===== src/rtl/mips_pkg.sv =====
// Shared MIPS definitions: instruction field widths, the R-type word layout,
// opcode values shared with execute, and the fetch/decode FSM encoding.
package mips_pkg;

  localparam int unsigned WORD_SIZE_DEFAULT = 32;

  // Instruction field widths
  localparam int unsigned OPCODE_W = 6;
  localparam int unsigned REG_W    = 5;
  localparam int unsigned SHAMT_W  = 5;
  localparam int unsigned FUNCT_W  = 6;
  localparam int unsigned IMM_W    = 16;
  localparam int unsigned JADDR_W  = 26;

  // Opcodes (instr[31:26])
  localparam logic [OPCODE_W-1:0] OP_RTYPE = 6'h00;
  localparam logic [OPCODE_W-1:0] OP_J     = 6'h02;
  localparam logic [OPCODE_W-1:0] OP_JAL   = 6'h03;
  localparam logic [OPCODE_W-1:0] OP_BEQ   = 6'h04;
  localparam logic [OPCODE_W-1:0] OP_BNE   = 6'h05;
  localparam logic [OPCODE_W-1:0] OP_ADDI  = 6'h08;
  localparam logic [OPCODE_W-1:0] OP_LW    = 6'h23;
  localparam logic [OPCODE_W-1:0] OP_SW    = 6'h2B;

  // R-type layout, MSB first; I/J fields overlay its low bits
  typedef struct packed {
    logic [OPCODE_W-1:0] opcode;
    logic [REG_W-1:0]    rs;
    logic [REG_W-1:0]    rt;
    logic [REG_W-1:0]    rd;
    logic [SHAMT_W-1:0]  shamt;
    logic [FUNCT_W-1:0]  funct;
  } rtype_word_t;

  typedef enum logic [1:0] {
    ST_FETCH = 2'd0,
    ST_WAIT  = 2'd1,
    ST_HOLD  = 2'd2
  } fd_state_e;

endpackage


===== src/rtl/mips_fetch_decode_if.sv =====
// Bundle of fetch/decode stage signals: instruction-memory request/response,
// execute redirect, and the decoded-instruction handshake with its fields.
// master = fetch/decode stage, slave = memory + execute side.
interface mips_fetch_decode_if #(parameter int unsigned WORD_SIZE = 32);

  logic                 imem_req_valid;
  logic                 imem_req_ready;
  logic [WORD_SIZE-1:0] imem_req_addr;
  logic                 imem_rsp_valid;
  logic [WORD_SIZE-1:0] imem_rsp_data;
  logic                 redirect_valid;
  logic [WORD_SIZE-1:0] redirect_pc;
  logic                 dec_valid;
  logic                 dec_ready;
  logic [WORD_SIZE-1:0] dec_pc;
  logic [5:0]           opcode;
  logic [4:0]           rtype_rs;
  logic [4:0]           itype_rs;
  logic [4:0]           rtype_rt;
  logic [4:0]           itype_rt;
  logic [4:0]           rtype_rd;
  logic [4:0]           rtype_shamt;
  logic [5:0]           rtype_funct;
  logic [15:0]          itype_immediate;
  logic [25:0]          jtype_addres;
  logic [31:0]          stall_count;

  modport master (
    output imem_req_valid, imem_req_addr,
    input  imem_req_ready, imem_rsp_valid, imem_rsp_data,
    input  redirect_valid, redirect_pc,
    output dec_valid, dec_pc,
    input  dec_ready,
    output opcode, rtype_rs, itype_rs, rtype_rt, itype_rt, rtype_rd,
    output rtype_shamt, rtype_funct, itype_immediate, jtype_addres,
    output stall_count
  );

  modport slave (
    input  imem_req_valid, imem_req_addr,
    output imem_req_ready, imem_rsp_valid, imem_rsp_data,
    output redirect_valid, redirect_pc,
    input  dec_valid, dec_pc,
    output dec_ready,
    input  opcode, rtype_rs, itype_rs, rtype_rt, itype_rt, rtype_rd,
    input  rtype_shamt, rtype_funct, itype_immediate, jtype_addres,
    input  stall_count
  );

endinterface


===== src/rtl/mips_field_split.sv =====
// Combinational split of a 32-bit MIPS word into R/I/J fields.
// Ports: instr in; opcode, rs, rt, rd, shamt, funct, immediate, jaddr out.
// Pure bit slices; any immediate extension is left to the consumer.
module mips_field_split
  import mips_pkg::*;
(
  input  logic [31:0]         instr,
  output logic [OPCODE_W-1:0] opcode,
  output logic [REG_W-1:0]    rs,
  output logic [REG_W-1:0]    rt,
  output logic [REG_W-1:0]    rd,
  output logic [SHAMT_W-1:0]  shamt,
  output logic [FUNCT_W-1:0]  funct,
  output logic [IMM_W-1:0]    immediate,
  output logic [JADDR_W-1:0]  jaddr
);

  rtype_word_t word;

  assign word      = rtype_word_t'(instr);
  assign opcode    = word.opcode;
  assign rs        = word.rs;
  assign rt        = word.rt;
  assign rd        = word.rd;
  assign shamt     = word.shamt;
  assign funct     = word.funct;
  assign immediate = instr[IMM_W-1:0];
  assign jaddr     = instr[JADDR_W-1:0];

endmodule


===== src/rtl/mips_fetch_decode.sv =====
// MIPS fetch and field-split stage: owns the PC, issues one instruction
// fetch at a time, registers the returned word and presents it split into
// fields over a valid/ready handshake. Execute redirects reload the PC and
// cancel any fetch already in flight.
// Ports: clk, rst_n (async, active-low); bus (mips_fetch_decode_if.master)
// carrying imem req/rsp, redirect, dec handshake, fields and stall_count.
// Optional: MIPS_FD_STALL_COUNT_EN builds the backpressure cycle counter;
// otherwise stall_count is tied to 0.
module mips_fetch_decode
  import mips_pkg::*;
#(
  parameter int unsigned          WORD_SIZE = WORD_SIZE_DEFAULT,
  parameter logic [WORD_SIZE-1:0] RESET_PC  = '0
) (
  input logic                clk,
  input logic                rst_n,
  mips_fetch_decode_if.master bus
);

  fd_state_e            state, state_next;
  logic [WORD_SIZE-1:0] pc_q, pc_d;
  logic [WORD_SIZE-1:0] instr_q, instr_d;
  logic [WORD_SIZE-1:0] dec_pc_q, dec_pc_d;
  logic                 drop_q, drop_d;
  logic                 req_valid_q;
  logic                 dec_valid_q;
  logic                 req_fire;
  logic [WORD_SIZE-1:0] redirect_target;

  assign req_fire        = req_valid_q & bus.imem_req_ready;
  assign redirect_target = {bus.redirect_pc[WORD_SIZE-1:2], 2'b00};

  // Next-state and datapath update
  always_comb begin
    state_next = state;
    pc_d       = pc_q;
    instr_d    = instr_q;
    dec_pc_d   = dec_pc_q;
    drop_d     = drop_q;

    case (state)
      ST_FETCH: begin
        if (req_fire) begin
          state_next = ST_WAIT;
          // Redirect alongside an accepted request: the old-pc fetch is stale
          drop_d     = bus.redirect_valid;
        end
      end
      ST_WAIT: begin
        if (bus.imem_rsp_valid) begin
          if (drop_q || bus.redirect_valid) begin
            state_next = ST_FETCH;
            drop_d     = 1'b0;
          end else begin
            state_next = ST_HOLD;
            instr_d    = bus.imem_rsp_data;
            dec_pc_d   = pc_q;
            pc_d       = pc_q + WORD_SIZE'(4);
          end
        end else if (bus.redirect_valid) begin
          drop_d = 1'b1;
        end
      end
      ST_HOLD: begin
        if (bus.redirect_valid || bus.dec_ready) begin
          state_next = ST_FETCH;
        end
      end
      default: begin
        state_next = ST_FETCH;
      end
    endcase

    if (bus.redirect_valid) begin
      pc_d = redirect_target;
    end
  end

  // FSM state register
  always_ff @(posedge clk or negedge rst_n) begin
    if (!rst_n) begin
      state <= ST_FETCH;
    end else begin
      state <= state_next;
    end
  end

  // Datapath and registered handshake flags (mirror next state so the
  // request stays low for the first cycle out of reset)
  always_ff @(posedge clk or negedge rst_n) begin
    if (!rst_n) begin
      pc_q        <= RESET_PC;
      instr_q     <= '0;
      dec_pc_q    <= '0;
      drop_q      <= 1'b0;
      req_valid_q <= 1'b0;
      dec_valid_q <= 1'b0;
    end else begin
      pc_q        <= pc_d;
      instr_q     <= instr_d;
      dec_pc_q    <= dec_pc_d;
      drop_q      <= drop_d;
      req_valid_q <= (state_next == ST_FETCH);
      dec_valid_q <= (state_next == ST_HOLD);
    end
  end

  assign bus.imem_req_valid = req_valid_q;
  assign bus.imem_req_addr  = pc_q;
  assign bus.dec_valid      = dec_valid_q;
  assign bus.dec_pc         = dec_pc_q;

  logic [REG_W-1:0] rs, rt;

  mips_field_split u_field_split (
    .instr     (instr_q),
    .opcode    (bus.opcode),
    .rs        (rs),
    .rt        (rt),
    .rd        (bus.rtype_rd),
    .shamt     (bus.rtype_shamt),
    .funct     (bus.rtype_funct),
    .immediate (bus.itype_immediate),
    .jaddr     (bus.jtype_addres)
  );

  assign bus.rtype_rs = rs;
  assign bus.itype_rs = rs;
  assign bus.rtype_rt = rt;
  assign bus.itype_rt = rt;

`ifdef MIPS_FD_STALL_COUNT_EN
  logic [31:0] stall_count_q;

  // Cycles the presented instruction waits on execute
  always_ff @(posedge clk or negedge rst_n) begin
    if (!rst_n) begin
      stall_count_q <= '0;
    end else if (dec_valid_q && !bus.dec_ready) begin
      stall_count_q <= stall_count_q + 32'(1);
    end
  end

  assign bus.stall_count = stall_count_q;
`else
  assign bus.stall_count = '0;
`endif

endmodule

===== src/flat_wrapper.sv =====
// flat-port wrapper written by rule: the top's interface ports become plain ports
module mips_fetch_decode_flat import mips_pkg::*;
#(
  parameter int unsigned          WORD_SIZE = WORD_SIZE_DEFAULT,
  parameter logic [WORD_SIZE-1:0] RESET_PC  = '0
)
  (clk, rst_n, bus_imem_req_valid, bus_imem_req_addr, bus_imem_req_ready, bus_imem_rsp_valid, bus_imem_rsp_data, bus_redirect_valid, bus_redirect_pc, bus_dec_valid, bus_dec_pc, bus_dec_ready, bus_opcode, bus_rtype_rs, bus_itype_rs, bus_rtype_rt, bus_itype_rt, bus_rtype_rd, bus_rtype_shamt, bus_rtype_funct, bus_itype_immediate, bus_jtype_addres, bus_stall_count);
  mips_fetch_decode_if #(.WORD_SIZE(WORD_SIZE)) bus_i ();
  input logic clk;
  input logic rst_n;
  output wire logic [$bits(bus_i.imem_req_valid)-1:0] bus_imem_req_valid;
  output wire logic [$bits(bus_i.imem_req_addr)-1:0] bus_imem_req_addr;
  input wire logic [$bits(bus_i.imem_req_ready)-1:0] bus_imem_req_ready;
  input wire logic [$bits(bus_i.imem_rsp_valid)-1:0] bus_imem_rsp_valid;
  input wire logic [$bits(bus_i.imem_rsp_data)-1:0] bus_imem_rsp_data;
  input wire logic [$bits(bus_i.redirect_valid)-1:0] bus_redirect_valid;
  input wire logic [$bits(bus_i.redirect_pc)-1:0] bus_redirect_pc;
  output wire logic [$bits(bus_i.dec_valid)-1:0] bus_dec_valid;
  output wire logic [$bits(bus_i.dec_pc)-1:0] bus_dec_pc;
  input wire logic [$bits(bus_i.dec_ready)-1:0] bus_dec_ready;
  output wire logic [$bits(bus_i.opcode)-1:0] bus_opcode;
  output wire logic [$bits(bus_i.rtype_rs)-1:0] bus_rtype_rs;
  output wire logic [$bits(bus_i.itype_rs)-1:0] bus_itype_rs;
  output wire logic [$bits(bus_i.rtype_rt)-1:0] bus_rtype_rt;
  output wire logic [$bits(bus_i.itype_rt)-1:0] bus_itype_rt;
  output wire logic [$bits(bus_i.rtype_rd)-1:0] bus_rtype_rd;
  output wire logic [$bits(bus_i.rtype_shamt)-1:0] bus_rtype_shamt;
  output wire logic [$bits(bus_i.rtype_funct)-1:0] bus_rtype_funct;
  output wire logic [$bits(bus_i.itype_immediate)-1:0] bus_itype_immediate;
  output wire logic [$bits(bus_i.jtype_addres)-1:0] bus_jtype_addres;
  output wire logic [$bits(bus_i.stall_count)-1:0] bus_stall_count;
  assign bus_imem_req_valid = bus_i.imem_req_valid;
  assign bus_imem_req_addr = bus_i.imem_req_addr;
  assign bus_i.imem_req_ready = bus_imem_req_ready;
  assign bus_i.imem_rsp_valid = bus_imem_rsp_valid;
  assign bus_i.imem_rsp_data = bus_imem_rsp_data;
  assign bus_i.redirect_valid = bus_redirect_valid;
  assign bus_i.redirect_pc = bus_redirect_pc;
  assign bus_dec_valid = bus_i.dec_valid;
  assign bus_dec_pc = bus_i.dec_pc;
  assign bus_i.dec_ready = bus_dec_ready;
  assign bus_opcode = bus_i.opcode;
  assign bus_rtype_rs = bus_i.rtype_rs;
  assign bus_itype_rs = bus_i.itype_rs;
  assign bus_rtype_rt = bus_i.rtype_rt;
  assign bus_itype_rt = bus_i.itype_rt;
  assign bus_rtype_rd = bus_i.rtype_rd;
  assign bus_rtype_shamt = bus_i.rtype_shamt;
  assign bus_rtype_funct = bus_i.rtype_funct;
  assign bus_itype_immediate = bus_i.itype_immediate;
  assign bus_jtype_addres = bus_i.jtype_addres;
  assign bus_stall_count = bus_i.stall_count;
  mips_fetch_decode #(.WORD_SIZE(WORD_SIZE), .RESET_PC(RESET_PC)) u_core (.clk(clk), .rst_n(rst_n), .bus(bus_i));
endmodule

===== config.mk =====
export PLATFORM = sky130hd
export DESIGN_NAME = mips_fetch_decode_flat
export DESIGN_NICKNAME = d
export VERILOG_FILES = /design/src/rtl/mips_pkg.sv /design/src/rtl/mips_fetch_decode_if.sv /design/src/rtl/mips_field_split.sv /design/src/rtl/mips_fetch_decode.sv /design/src/flat_wrapper.sv
export SDC_FILE = /design/constraint.sdc
export NUM_CORES = 1
export LEC_CHECK = 0
export CELL_PAD_IN_SITES_DETAIL_PLACEMENT = 1
export CELL_PAD_IN_SITES_GLOBAL_PLACEMENT = 2
export CORE_UTILIZATION = 26
export CTS_BUF_LIST = sky130_fd_sc_hd__clkbuf_2 sky130_fd_sc_hd__clkbuf_4 sky130_fd_sc_hd__clkbuf_8
export DETAILED_ROUTE_END_ITERATION = 7
export PLACE_DENSITY = 0.95
export RECOVER_POWER = 100
export SLEW_MARGIN = 5
export SYNTH_ARGS = -nofsm -noshare
export SYNTH_HDL_FRONTEND = slang
export SYNTH_SLANG_ARGS = --single-unit

===== constraint.sdc =====
create_clock -name clk -period 4.3 [get_ports clk]
set_clock_uncertainty 0.2 [all_clocks]
set_input_delay 0.86 -clock clk [delete_from_list [all_inputs] [get_ports clk]]
set_output_delay 0.86 -clock clk [all_outputs]
set_load 0.01 [all_outputs]

==> qor.txt <==
# diodes: 0
Total CTS buffers: 9
Post-layout util: 37.4%
Cells along the critical path: clkdlybuf4s50_1 > clkbuf_1 > inv_1 > clkbuf_1 > a21oi_1 > a211oi_1 > a311oi_1
Filler cell count: 2094
Vias: 3901
DP Cell Count: 831
CP bufs+invs: 4
Initial antenna violation count: 0
YS warnings: 0
LEAKAGE: 2.86 nW
Syn Inst Count: 450
Crit end category: register
Crit Path Max Fanout: 29
Multi-input gate area: 1910 µm²
Yosys reg bits: 97
RePlAce Congestion: 0.711
Setup violators final: 0
Hold-fix buffers at CTS: 0
EDFF count, synth: 0
Num ports: 252
Final Non-Filler Cells: 847
Setup TNS: 0 ns
Final Hold Fails: 0
Depth of the CTS H-tree: 3
CP Class: in2reg
Slew headroom: -36.3%
Die Y: 141 µm
TritonCTS clock tree: yes
Power Dens Cells: 568 nW/µm²
Post-Syn Area: 5000 µm²
Sequential cell area: 2430 µm²
Site Rows: 50
Failing checks: max-capacitance violations, max-slew violations
Final worst slack: 1.04 ns
Die Footprint: 19800 µm²
Post-CTS setup buffer count: 0
Global-route wire length before repair: 22.5 mm
DRC Markers: 0
Top FF cell, synth: dfrtp_1
Post-layout power: 0.00398 W
CTS clk-pin slew, worst paths: 0.10 ns
Tmin final: 3.26 ns
Root buffer cell: clkbuf_8
Port bufs: 213
Fraction of layout cells with a size suffix above 1: 14.2%
DR pass1 iterations: 4
CP Launch Type: primary input
Antenna-violating nets left: 0
Max_cap viols: 1
Top cell by count, worst path: clkbuf_1
Top-area cell type share of the netlist area: 48.6%
Core area: 18800 µm²
Nets: 679
Worst-margin pin slew: 2.04 ns
Mapped Avg Cell Area: 11.1 µm²
Pre-CTS setup slack: 1.07 ns
Worst hold path type: reg2reg
Asr flop ratio synth: 100%
P&R area growth vs syn: 40.3%
DR vias/cell: 4.61
Total GRT Usage: 14.9%
Dpl hpwl: 11.0 mm
Vias in the first global route: 3864
Chip Width: 141 µm
Largest net degree at the start of global routing: 77
Clock tree sinks: 97
Highest cell delay on the worst timing path: 0.85 ns
RSZ-0062 raised after global routing: no
Longest Clk Path Bufs: 2
Cell variety after synth: 40
Resized cells post-CTS: 0
Clock latency at the later pin of the worst-skew pair: 0.38 ns
Delay-heaviest family, CP: buffers and inverters
Max Freq: 306 MHz
Peak supply drop: 0.202 mV
Final worst path period share: 75.9%
Worst EP required: 4.38 ns
Ranking of synthesized cells by area: dfrtp_1 49%, mux2_2 14%, buf_4 13%
Initial Util: 26.6%
Slew Limit Fails: 77
Initial DRC count: 95
Slowest CP cell: clkbuf_1
Worst Path Arrival: 3.35 ns
WL final: 14.6 mm
GRT overflow: 0
Post-synth top area cell: dfrtp_1
Avg WL per Cell: 17.3 µm
Status: finished with violations
Seq/Total Area, Yosys: 48.6%
==> state kept, by name, summed over array words and instances (netlist names) <==
register and cells:
u_core.instr_q 32, u_core.bus.dec_pc 30, u_core.bus.imem_req_addr 30, u_core.state 2, u_core.bus.dec_valid 1, u_core.bus.imem_req_valid 1, u_core.drop_q 1
==> worst register-to-register path, cell delays in order (launching register included) <==
cell and delay, ns:
dfrtp_1 0.42, and4bb_1 0.33, clkbuf_1 0.45, nand4_1 0.37
or4_1 0.55, a31oi_1 0.19
==> routing by layer <==
metal	vias to the layer above	global-route usage (%)	routed length [µm]
li1	1791	-	-
met1	1916	17.8	6120
met2	183	25.7	7210
met3	11	4.72	1130
met4	0	4.12	162
met5	-	0	0
==> power by group <==
group | switching [W] | internal, W
sequential | 0.000287 | 0.00125
clock | 0.000355 | 0.000274
combinational | 0.000747 | 0.00107
total | 0.00139 | 0.00260
==> cell families after synthesis <==
kind of cell | after synthesis | share of synthesized area, %
AO/OA/AOI/OAI | 53 | 6.86
XOR/XNOR | 9 | 1.58
adder cells (fa/ha/maj) | 1 | 0.250
buffers and inverters | 115 | 16.1
flip-flops | 97 | 48.6
multiplexers | 64 | 14.4
other | 1 | 0.0750
AND/OR/NAND/NOR | 110 | 12.2
==> layout by cell type (no fill, tap or decap), types with 13 or more instances in the layout <==
cell type / Yosys / layout
o21ai_0: 13 / 13
nor2_1: 22 / 21
conb_1: 1 / 36
mux2_2: 63 / 62
nand2_1: 27 / 27
dlygate4sd3_1: 0 / 148
o31ai_1: 14 / 14
clkdlybuf4s50_1: 0 / 64
a31oi_1: 17 / 17
dfrtp_1: 97 / 97
or4_1: 17 / 17
==> cell type report <==
type | count | share of cell area (%)
multi-input cells | 273 | 27.2
repair buffers | 221 | 30.8
well taps | 234 | 4.17
clock buffers | 9 | 1.77
clock inverters | 7 | 1.12
inverters | 6 | 0.321
flip-flops and latches | 97 | 34.6
==> cells in the mapped netlist, drive strengths merged, types with 2 or more instances <==
| library cell | count |
|---|---|
| or4 | 17 |
| nand4 | 12 |
| and4 | 3 |
| nand3 | 11 |
| buf | 100 |
| a31o | 2 |
| nor4 | 2 |
| and2 | 3 |
| and3 | 9 |
| a21oi | 2 |
| mux2 | 63 |
| o21ai | 13 |
| xnor2 | 5 |
| dfrtp | 97 |
| clkbuf | 7 |
| xor2 | 4 |
| dlygate4sd1 | 2 |
| inv | 6 |
| o31ai | 14 |
| o211ai | 2 |
| nor2 | 22 |
| a31oi | 17 |
| nand2 | 27 |
==> path summary, 6_finish.rpt <==
kind / start / end / slack, ns / cells past startpoint
worst max-delay path: bus_redirect_valid / u_core.drop_q / 1.04 / 7
worst min register to register: u_core.bus.dec_pc[15] / u_core.bus.dec_pc[15] / 0.31 / 1
max in group asynchronous: rst_n / u_core.instr_q[4] / 1.59 / 2
worst max register to register: u_core.drop_q / u_core.bus.imem_req_addr[31] / 1.71 / 5
worst min-delay path: u_core.bus.dec_pc[15] / u_core.bus.dec_pc[15] / 0.31 / 1
min in group asynchronous: rst_n / u_core.state[0] / 0.86 / 1
==> stage by stage <==
| step | hold slack, ns | instance area (µm²) |
|---|---|---|
| finish | 0.309 | 7010 |
| global route | 0.327 | 7010 |
| CTS | 0.313 | 7040 |
| detailed placement | 0.296 | 6840 |
| global placement | 0.288 | 6840 |
| floorplan | 0.263 | 5130 |
(Power assumes the default switching activity.)
